<file path="config.mk">
export PLATFORM = sky130hd
export DESIGN_NAME = irq_ctrl
export DESIGN_NICKNAME = d
export VERILOG_FILES = /design/src/rtl/irq_ctrl.sv
export SDC_FILE = /design/constraint.sdc
export NUM_CORES = 1
export LEC_CHECK = 0
export BUFFER_PORTS_ARGS = -buffer_cell sky130_fd_sc_hd__buf_2
export CORE_ASPECT_RATIO = 1.5
export CORE_MARGIN = 1.5
export CORE_UTILIZATION = 52
export DETAILED_ROUTE_END_ITERATION = 6
export MAX_ROUTING_LAYER = met4
export PLACE_DENSITY = 0.91
export SKIP_CTS_REPAIR_TIMING = 1
export SLEW_MARGIN = 20
export SYNTH_ARGS = -nofsm -noshare
export SYNTH_HDL_FRONTEND = slang
export SYNTH_SLANG_ARGS = --single-unit
</file>
<file path="constraint.sdc">
create_clock -name clk -period 3.5 [get_ports clk]
set_input_delay 0.7 -clock clk [delete_from_list [all_inputs] [get_ports clk]]
set_output_delay 0.7 -clock clk [all_outputs]
set_load 0.01 [all_outputs]
</file>
<file path="src/rtl/irq_ctrl.sv">
// irq_ctrl: prioritized, edge-triggered interrupt controller with PC redirect
// and a return stack that holds the interrupted PC and level.
// Optional feature: define IRQ_CTRL_NEST_EN to allow a higher channel to preempt a
// running handler. The stack is then N_IRQ deep. Without the macro, only one level
// of service is possible and the stack is 1 deep.
module irq_ctrl #(
    parameter int              N_IRQ      = 3,
    parameter int              PC_W       = 32,
    parameter logic [PC_W-1:0] VEC_BASE   = PC_W'(32'h0000_0100),
    parameter logic [PC_W-1:0] VEC_STRIDE = PC_W'(32'h0000_0040)
) (
    input  logic              clk,
    input  logic              clr,
    input  logic [N_IRQ-1:0]  irq_in,
    input  logic [N_IRQ-1:0]  irq_mask,
    input  logic [PC_W-1:0]   pc_next,
    input  logic              cpu_en,
    input  logic              ret_in,
    output logic              redirect,
    output logic [PC_W-1:0]   redirect_pc,
    output logic [N_IRQ:0]    save_lvl,
    output logic [N_IRQ:0]    restore_lvl,
    output logic [N_IRQ-1:0]  running,
    output logic [3:0]        cur_lvl,
    output logic              ret_err
);

    localparam int LVL_W = N_IRQ + 1;

    typedef enum logic [1:0] {RUN, ENTER, EXIT} state_t;

    logic lvl_ok;

`ifdef IRQ_CTRL_NEST_EN
    localparam int DEPTH = N_IRQ;
    assign lvl_ok = 1'b1;
`else
    localparam int DEPTH = 1;
    assign lvl_ok = (cur_lvl == 4'd0);
`endif

    state_t           state;
    logic [N_IRQ-1:0] irq_prev;
    logic [N_IRQ-1:0] pending;
    logic [N_IRQ-1:0] edge_det;
    logic [N_IRQ-1:0] pend_now;
    logic [2:0]       win_idx;
    logic             win_vld;
    logic [2:0]       win_reg;

    // Return stack: entry 0 is the top. Push shifts down and pop shifts up.
    logic [PC_W-1:0]  stk_pc  [DEPTH];
    logic [3:0]       stk_lvl [DEPTH];

    function automatic logic [N_IRQ:0] lvl_onehot(input logic [3:0] lvl);
        return LVL_W'(1) << lvl;
    endfunction

    function automatic logic [N_IRQ-1:0] ch_onehot(input logic [2:0] ch);
        return N_IRQ'(1) << ch;
    endfunction

    function automatic logic [PC_W-1:0] vec_addr(input logic [2:0] ch);
        return VEC_BASE + PC_W'(ch) * VEC_STRIDE;
    endfunction

    assign edge_det = irq_in & ~irq_prev;
    assign pend_now = pending | edge_det;

    // Highest eligible channel wins. Edges arriving this cycle count, so entry happens one cycle after the edge.
    always_comb begin
        win_vld = 1'b0;
        win_idx = 3'd0;
        for (int k = 0; k < N_IRQ; k++) begin
            if (pend_now[k] && irq_mask[k] && (4'(k + 1) > cur_lvl) && lvl_ok) begin
                win_vld = 1'b1;
                win_idx = 3'(k);
            end
        end
    end

    // Control FSM with registered redirect outputs. Edge history reloads on reset so no spurious edge appears.
    always_ff @(posedge clk) begin
        irq_prev <= irq_in;
        if (clr) begin
            state       <= RUN;
            pending     <= '0;
            running     <= '0;
            cur_lvl     <= 4'd0;
            ret_err     <= 1'b0;
            redirect    <= 1'b0;
            redirect_pc <= '0;
            save_lvl    <= '0;
            restore_lvl <= '0;
            win_reg     <= 3'd0;
        end else begin
            pending <= pend_now;
            case (state)
                RUN: begin
                    if (ret_in && cur_lvl != 4'd0) begin
                        state       <= EXIT;
                        redirect    <= 1'b1;
                        redirect_pc <= stk_pc[0];
                        restore_lvl <= lvl_onehot(stk_lvl[0]);
                    end else begin
                        if (ret_in) begin
                            ret_err <= 1'b1;
                        end
                        if (win_vld) begin
                            state       <= ENTER;
                            win_reg     <= win_idx;
                            redirect    <= 1'b1;
                            redirect_pc <= vec_addr(win_idx);
                            save_lvl    <= lvl_onehot(cur_lvl);
                        end
                    end
                end
                ENTER: begin
                    if (cpu_en) begin
                        pending  <= pend_now & ~ch_onehot(win_reg);
                        running  <= running | ch_onehot(win_reg);
                        cur_lvl  <= {1'b0, win_reg} + 4'd1;
                        state    <= RUN;
                        redirect <= 1'b0;
                        save_lvl <= '0;
                    end
                end
                EXIT: begin
                    if (cpu_en) begin
                        running     <= running & ~ch_onehot(3'(cur_lvl - 4'd1));
                        cur_lvl     <= stk_lvl[0];
                        state       <= RUN;
                        redirect    <= 1'b0;
                        restore_lvl <= '0;
                    end
                end
                default: state <= RUN;
            endcase
        end
    end

    // Stack push on ENTER completion and pop on EXIT completion. The data is not reset because cur_lvl gates its use.
    always_ff @(posedge clk) begin
        if (!clr && state == ENTER && cpu_en) begin
            for (int i = DEPTH - 1; i > 0; i--) begin
                stk_pc[i]  <= stk_pc[i-1];
                stk_lvl[i] <= stk_lvl[i-1];
            end
            stk_pc[0]  <= pc_next;
            stk_lvl[0] <= cur_lvl;
        end else if (!clr && state == EXIT && cpu_en) begin
            for (int i = 0; i < DEPTH - 1; i++) begin
                stk_pc[i]  <= stk_pc[i+1];
                stk_lvl[i] <= stk_lvl[i+1];
            end
        end
    end

endmodule

</file>
---- After elaboration in Yosys (flattened, before gate mapping) ----
Memories as Yosys holds them, arrays and structs flattened.
Index checks and enable logic that the tools add are counted.
storage, ports and cells
  memory bits (writable) .................. 36
  output and inout bits ................... 49
  logic and storage cells ................. 102
  register bits ........................... 60
  bits of input ports ..................... 42
  memories kept ........................... 2
cells by class
  add/sub/neg operators ................... 3
  reductions and logical operators ........ 30
  bitwise operators ....................... 9
  $lt $le $gt $ge ......................... 3
  shift-type cells ........................ 4
  equality and inequality tests ........... 9
  muxes and demuxes ....................... 31
memory list
  memory   words  bits a word  read ports  clocked after Yosys merged registers in  wr ports  RTL line  RTL
  stk_pc   1      32           1           0                                        1         52        logic [PC_W-1:0] stk_pc [DEPTH];
  stk_lvl  1      4            1           0                                        1         53        logic [3:0] stk_lvl [DEPTH];
operators with widths
  kind                                                                  number
  32-bit two-way mux                                                    2
  4-bit two-way mux                                                     6
  4-bit one-hot mux with 2 select lines                                 3
  3-bit two-way mux                                                     5
  3-bit AND reduction                                                   5
  1-bit logical AND                                                     12
  9-bit by 9-bit adder with 10-bit output (first input constant)        1
  2-bit inequality test (second input constant)                         5
  2-bit nonzero test                                                    5
  3-bit bitwise AND                                                     3
  1-bit two-way mux                                                     9
  3-bit NOT                                                             3
  2-bit by 4-bit > comparator with 1-bit output (first input constant)  2
  1-bit by 4-bit left shift with 4-bit output (first input constant)    2
  2-bit two-way mux                                                     3
  3-bit bitwise OR                                                      2
  3-bit one-hot mux with 2 select lines                                 1
  1-bit by 3-bit left shift with 3-bit output (first input constant)    2
  3-bit by 1-bit adder with 4-bit output (second input constant)        1
  1-bit by 4-bit > comparator with 1-bit output (first input constant)  1
  4-bit logical NOT                                                     1
  2-bit one-hot mux with 2 select lines                                 1
  2-bit AND reduction                                                   2
  4-bit AND reduction                                                   1
  11 further kinds                                                      11

---- Depth between registers and ports, before layout ----
  depth after elaboration ................. 12
  mapped depth ............................ 8
  mapped depth without buffers ............ 7

---- Worst setup path before layout ----
Ideal clock, no wire load.
  kind .................................... input-to-reg
  start point ............................. input clr
  end point ............................... memory stk_lvl[0][0], enable pin
  library setup time ...................... 429 ps
  required time ........................... 3071 ps
  stages on the path ...................... 3
  buffers on the path ..................... 2
  arrival ................................. 2644 ps
  setup slack ............................. 427 ps
  cell sequence ........................... clkbuf_1 clkbuf_1 nor2_1
on the way
  longest elaborated chain between the ends .. 5
ends and longest elaborated chain
  element                                  RTL line  RTL
  start, declared                          13        input logic clr,
  1-bit logical NOT                        --
  1-bit logical AND (2 in series)          144       if (!clr && state == ENTER && cpu_en) begin
  1-bit two-way mux                        144
  1-bit two-way mux (not written as such)  150       stk_lvl[0] <= cur_lvl;
  end, declared                            53
No other way between the ends.

---- Worst setup path after layout ----
  start point ............................. register state[1]
  end point ............................... register restore_lvl[0]
on the way
  longest elaborated chain between the ends .. 3
  elaborated cells on any way between the ends .. 7
  those cells by class .................... 3 x eq/ne; 1 x mux; 3 x reduce/logical
ends and longest elaborated chain
  element                                                                       RTL line  RTL
  start, declared                                                               42        state_t state;
  start signal, assigned                                                        86        state <= RUN;
  start signal, assigned                                                        101       state <= EXIT;
  start signal, assigned                                                        110       state <= ENTER;
  2-bit equality test or 2-bit logical NOT (tied branches)                      98        case (state)
  2-bit inequality test (no source line) or 2-bit nonzero test (tied branches)  --
  3-bit AND reduction (no source line)                                          --
  end signal, assigned                                                          104       restore_lvl <= lvl_onehot(stk_lvl[0]);
  end, declared                                                                 22        output logic [N_IRQ:0] restore_lvl,
Several ways; a longest one is shown, not always the timed one.
A chain may end at the register's enable or synchronous reset.

==> impl_metrics.prom <==
# TYPE chip_impl_metric gauge
chip_impl_metric{name="power.ir.vdd_worst",unit="mV"} 0.451
chip_impl_info{name="worst_hold_path_type",value="in2reg"} 1
chip_impl_metric{name="edff_count_synth",unit=""} 36
chip_impl_metric{name="clock_transition_at_the_registers_of_the_reported_paths",unit="ns"} 0.09
chip_impl_metric{name="synth-xor-area-share",unit=""} 0
chip_impl_metric{name="final_setup_tns",unit="ns"} 0
chip_impl_metric{name="p_switching",unit="µW"} 987
chip_impl_metric{name="number_of_buffer_and_inverter_stages_on_the_critical_path",unit=""} 1
chip_impl_metric{name="globalRouteTotalUtil",unit=""} 0.215
chip_impl_metric{name="drtPass1Iterations",unit=""} 4
chip_impl_info{name="tritoncts_clock_tree",value="built"} 1
chip_impl_metric{name="sw_frac_of_total",unit=""} 0.332
chip_impl_metric{name="dr_vias_cell",unit=""} 5.55
chip_impl_metric{name="timing.fmax",unit="GHz"} 0.433
chip_impl_metric{name="post-route-cell-area",unit="µm²"} 4110
chip_impl_metric{name="global_route.usage.met1",unit=""} 0.236
chip_impl_metric{name="critical-path-max-stage-delay",unit="ns"} 0.49
chip_impl_metric{name="wirelength",unit="µm"} 7090
chip_impl_metric{name="cts_buffer_depth",unit=""} 2
chip_impl_metric{name="netlist_area",unit="µm²"} 3420
chip_impl_metric{name="diodes",unit=""} 0
chip_impl_metric{name="worst_clock_skew",unit="ns"} 0.0101
chip_impl_metric{name="synth.lib_cells_used.distinct",unit=""} 42
chip_impl_info{name="crit_path_end_kind",value="register"} 1
chip_impl_metric{name="synth.mux.area_fraction",unit=""} 0.0117
chip_impl_metric{name="relSlewSlack",unit=""} 0.570
chip_impl_metric{name="placed_area",unit="µm²"} 3920
chip_impl_info{name="biggest_registers_after_layout",value="redirect_pc: 32 flops, stk_pc: 32 flops"} 1
chip_impl_metric{name="maxCapViolations",unit=""} 0
chip_impl_info{name="grt.busiest_layer",value="met2"} 1
chip_impl_metric{name="synth_cells",unit=""} 266
chip_impl_info{name="clockRootBuffer",value="sky130_fd_sc_hd__clkbuf_8"} 1
chip_impl_metric{name="total_leakage_power",unit="nW"} 1.70
chip_impl_info{name="criticalPathCategory",value="reg2reg"} 1
chip_impl_metric{name="tritoncts.num_buffers",unit=""} 9
chip_impl_metric{name="num_vias",unit=""} 2414
chip_impl_metric{name="die_width",unit="µm"} 69.2
chip_impl_metric{name="grt.met3_usage",unit=""} 0.0533
chip_impl_info{name="largest_family_of_logic_cells_by_synthesized_area",value="compound AO/OA/AOI/OAI gates"} 1
chip_impl_metric{name="worstSkewPairLatency",unit="ns"} 0.36
chip_impl_metric{name="power_frac_clock",unit=""} 0.223
chip_impl_metric{name="finalWorstPathRequiredPeriod",unit="ns"} 2.31
chip_impl_info{name="startpoint_type",value="register"} 1
chip_impl_metric{name="synth-seq-area-share",unit=""} 0.662
chip_impl_metric{name="worst_ep_required_time",unit="ns"} 3.79
chip_impl_metric{name="internal-power",unit="mW"} 1.98
chip_impl_metric{name="global_route.overflow_total",unit=""} 0
chip_impl_metric{name="antenna_violating_nets_post_route",unit=""} 0
chip_impl_metric{name="largest_net_degree_at_the_start_of_global_routing",unit=""} 30
chip_impl_metric{name="core_area",unit="µm²"} 6440
chip_impl_metric{name="timing_worst_slew_pin_value",unit="ns"} 0.643
chip_impl_metric{name="final_nets",unit=""} 404
chip_impl_metric{name="pwr_density_cell",unit="nW/µm²"} 723
chip_impl_info{name="worst_path_max_delay_cell",value="sky130_fd_sc_hd__or3_1"} 1
chip_impl_metric{name="setup_violations",unit=""} 0
chip_impl_metric{name="hpwl",unit="µm"} 5150
chip_impl_metric{name="fp-row-count",unit=""} 36
chip_impl_metric{name="worst_setup_slack_before_clock_tree_synthesis",unit="ns"} 1.04
chip_impl_metric{name="pin_count",unit=""} 91
chip_impl_metric{name="clock_tree.htree_level_count",unit=""} 3
chip_impl_metric{name="p_comb_frac",unit=""} 0.298
chip_impl_metric{name="yosys_register_bits",unit=""} 95
chip_impl_metric{name="global_route.usage.met2",unit=""} 0.368
chip_impl_info{name="critical_path.cell_chain",value="inv_1, ha_1, and2_1, or3_1, or4b_1, a21oi_1"} 1
chip_impl_metric{name="mappedNetlistNets",unit=""} 316
chip_impl_info{name="synth_top_flop_cell",value="sky130_fd_sc_hd__dfxtp_1"} 1
chip_impl_info{name="run_status",value="complete, no violations"} 1
chip_impl_metric{name="timing_hold_violations_final",unit=""} 0
chip_impl_metric{name="period_share",unit=""} 0.659
chip_impl_metric{name="synth-compound-area-share",unit=""} 0.171
chip_impl_metric{name="numClockSinks",unit=""} 95
chip_impl_metric{name="height_of_the_chip",unit="µm"} 102
chip_impl_metric{name="die_area",unit="µm²"} 7070
chip_impl_metric{name="drt_first_iter_violations",unit=""} 150
chip_impl_metric{name="floorplan.initialDensity",unit=""} 0.530
chip_impl_metric{name="grt_antenna_before_repair",unit=""} 0
chip_impl_metric{name="first_global_vias",unit=""} 2340
chip_impl_metric{name="timing_max_transition_violations_final",unit=""} 0
chip_impl_metric{name="synth_async_sr_flop_share",unit=""} 0
chip_impl_metric{name="io_buffers",unit=""} 90
chip_impl_metric{name="finalWeightedCongestion",unit=""} 0.841
chip_impl_metric{name="post_synth_and_or_nand_nor_area_fraction",unit=""} 0.0967
chip_impl_info{name="rsz0062_at_grt",value="no"} 1
chip_impl_metric{name="grt_first_pass_wirelength",unit="µm"} 11300
chip_impl_metric{name="remaining_drc_errors",unit=""} 0
chip_impl_metric{name="ys_warn_count",unit=""} 0
chip_impl_metric{name="layout-area-overhead-vs-synth",unit="%"} 20.2
chip_impl_metric{name="layout_setup_ws",unit="ns"} 1.19
chip_impl_metric{name="wl_per_cell",unit="µm"} 16.3
chip_impl_metric{name="worst-path-max-fanout",unit=""} 11
chip_impl_metric{name="syn_area_per_cell",unit="µm²"} 12.8
chip_impl_metric{name="crit_arrival",unit="ns"} 2.60
chip_impl_metric{name="seq_power_share",unit=""} 0.479
chip_impl_metric{name="yosys.area_share.adder",unit=""} 0.0293
chip_impl_info{name="cp_top_family",value="simple AND/OR/NAND/NOR gates"} 1
chip_impl_metric{name="fraction_of_layout_instances_using_a_drive_strength_above_1",unit=""} 0.323
==> worst reg2reg max path, cell delays in order (launching register included) <==
cell                      delay [ns]
sky130_fd_sc_hd__dfxtp_1        0.42
sky130_fd_sc_hd__inv_1          0.08
sky130_fd_sc_hd__ha_1           0.31
sky130_fd_sc_hd__and2_1         0.29
sky130_fd_sc_hd__or3_1          0.49
sky130_fd_sc_hd__or4b_1         0.49
sky130_fd_sc_hd__a21oi_1        0.15
==> metrics by stage <==
stage | utilization | cells | hold slack (ns) | power, mW
after floorplan | - | 266 | 0.436 | 2.06
after global placement | 0.608 | 419 | 0.437 | 2.28
after detailed placement | 0.608 | 419 | 0.443 | 2.33
after CTS | 0.637 | 435 | 0.427 | 2.99
after global routing | 0.638 | 435 | 0.432 | 3.13
final | 0.638 | 435 | 0.448 | 2.97
==> cell usage after synthesis (2+ instances only) <==
master / number / area [µm²]
sky130_fd_sc_hd__or3_1: 4 / 25.0
sky130_fd_sc_hd__buf_2: 3 / 15.0
sky130_fd_sc_hd__a21oi_1: 15 / 75.1
sky130_fd_sc_hd__clkbuf_1: 9 / 33.8
sky130_fd_sc_hd__a22o_1: 29 / 254
sky130_fd_sc_hd__or4_4: 2 / 22.5
sky130_fd_sc_hd__a311oi_1: 4 / 35.0
sky130_fd_sc_hd__ha_1: 8 / 100
sky130_fd_sc_hd__and2_1: 2 / 12.5
sky130_fd_sc_hd__nor3_1: 2 / 10.0
sky130_fd_sc_hd__nor2_1: 18 / 67.6
sky130_fd_sc_hd__nand2_1: 12 / 45.0
sky130_fd_sc_hd__nor2b_1: 5 / 31.3
sky130_fd_sc_hd__inv_1: 7 / 26.3
sky130_fd_sc_hd__o21a_1: 4 / 30.0
sky130_fd_sc_hd__o31ai_1: 2 / 15.0
sky130_fd_sc_hd__dfxtp_1: 59 / 1180
sky130_fd_sc_hd__mux2i_1: 4 / 40.0
sky130_fd_sc_hd__edfxtp_1: 36 / 1080
sky130_fd_sc_hd__o221a_2: 2 / 22.5
sky130_fd_sc_hd__a211oi_1: 5 / 37.5
sky130_fd_sc_hd__nor3b_1: 4 / 30.0
sky130_fd_sc_hd__nand3_1: 4 / 20.0
sky130_fd_sc_hd__o21ai_0: 8 / 40.0
==> power groups by stage <==
| stage | logic, mW | registers, mW | clock network, mW |
|---|---|---|---|
| 6_report | 0.884 | 1.42 | 0.663 |
| 3_5_place_dp | 0.884 | 1.45 | 0 |
| 3_3_place_gp | 0.842 | 1.44 | 0 |
| 2_1_floorplan | 0.583 | 1.47 | 0 |
| 5_1_grt | 0.971 | 1.44 | 0.722 |
| 4_1_cts | 0.888 | 1.42 | 0.681 |
==> cells by family (layout without fill, tap and decap cells) <==
group / after synthesis / after routing
flip-flops: 95 / 95
multiplexers: 4 / 4
adder cells (fa/ha/maj): 8 / 8
AND/OR/NAND/NOR: 59 / 59
AO/OA/AOI/OAI: 78 / 78
buffers and inverters: 22 / 115
==> worst paths after layout <==
path / slack [ns] / from / cells past startpoint / endpoint
setup / recovery: 1.19 / state[1] / 6 / restore_lvl[0]
hold / removal: 0.45 / irq_in[2] / 1 / irq_prev[2]
setup reg to reg: 1.19 / state[1] / 6 / restore_lvl[0]
hold reg to reg: 0.45 / restore_lvl[1] / 2 / restore_lvl[1]
==> metal layers <==
layer  wire length, µm  up-vias
met2              3740       82
met1              2850     1148
met5                 0        -
met3               360       15
met4               138        0
li1                  -     1169
==> layout by cell type (no fill, tap or decap), types with 2 or more instances in the layout <==
cell type,count
sky130_fd_sc_hd__o21a_1,4
sky130_fd_sc_hd__inv_1,7
sky130_fd_sc_hd__edfxtp_1,36
sky130_fd_sc_hd__o31ai_1,2
sky130_fd_sc_hd__nor3_1,2
sky130_fd_sc_hd__nand3_1,4
sky130_fd_sc_hd__o221a_2,2
sky130_fd_sc_hd__nor3b_1,4
sky130_fd_sc_hd__or3_1,4
sky130_fd_sc_hd__nor2_1,16
sky130_fd_sc_hd__buf_2,90
sky130_fd_sc_hd__ha_1,8
sky130_fd_sc_hd__nor2_4,2
sky130_fd_sc_hd__nor2b_1,5
sky130_fd_sc_hd__nand2_1,12
sky130_fd_sc_hd__a22o_1,29
sky130_fd_sc_hd__o21ai_0,8
sky130_fd_sc_hd__a21oi_1,15
sky130_fd_sc_hd__dfxtp_1,59
sky130_fd_sc_hd__buf_4,2
sky130_fd_sc_hd__a311oi_1,4
sky130_fd_sc_hd__mux2i_1,4
sky130_fd_sc_hd__or4_4,2
sky130_fd_sc_hd__a211oi_1,5
sky130_fd_sc_hd__clkbuf_1,2
sky130_fd_sc_hd__and2_1,2
sky130_fd_sc_hd__clkbuf_8,12
==> cell type report <==
| cell class | count | area (µm²) |
|---|---|---|
| clock inverters | 2 | 13.8 |
| flip-flops and latches | 95 | 2260 |
| well taps | 76 | 95.1 |
| fillers | 502 | 2330 |
| inverters | 7 | 26.3 |
| repair buffers | 92 | 465 |
| clock buffers | 14 | 173 |
| multi-input cells | 149 | 1070 |
(Power assumes the default switching activity.)
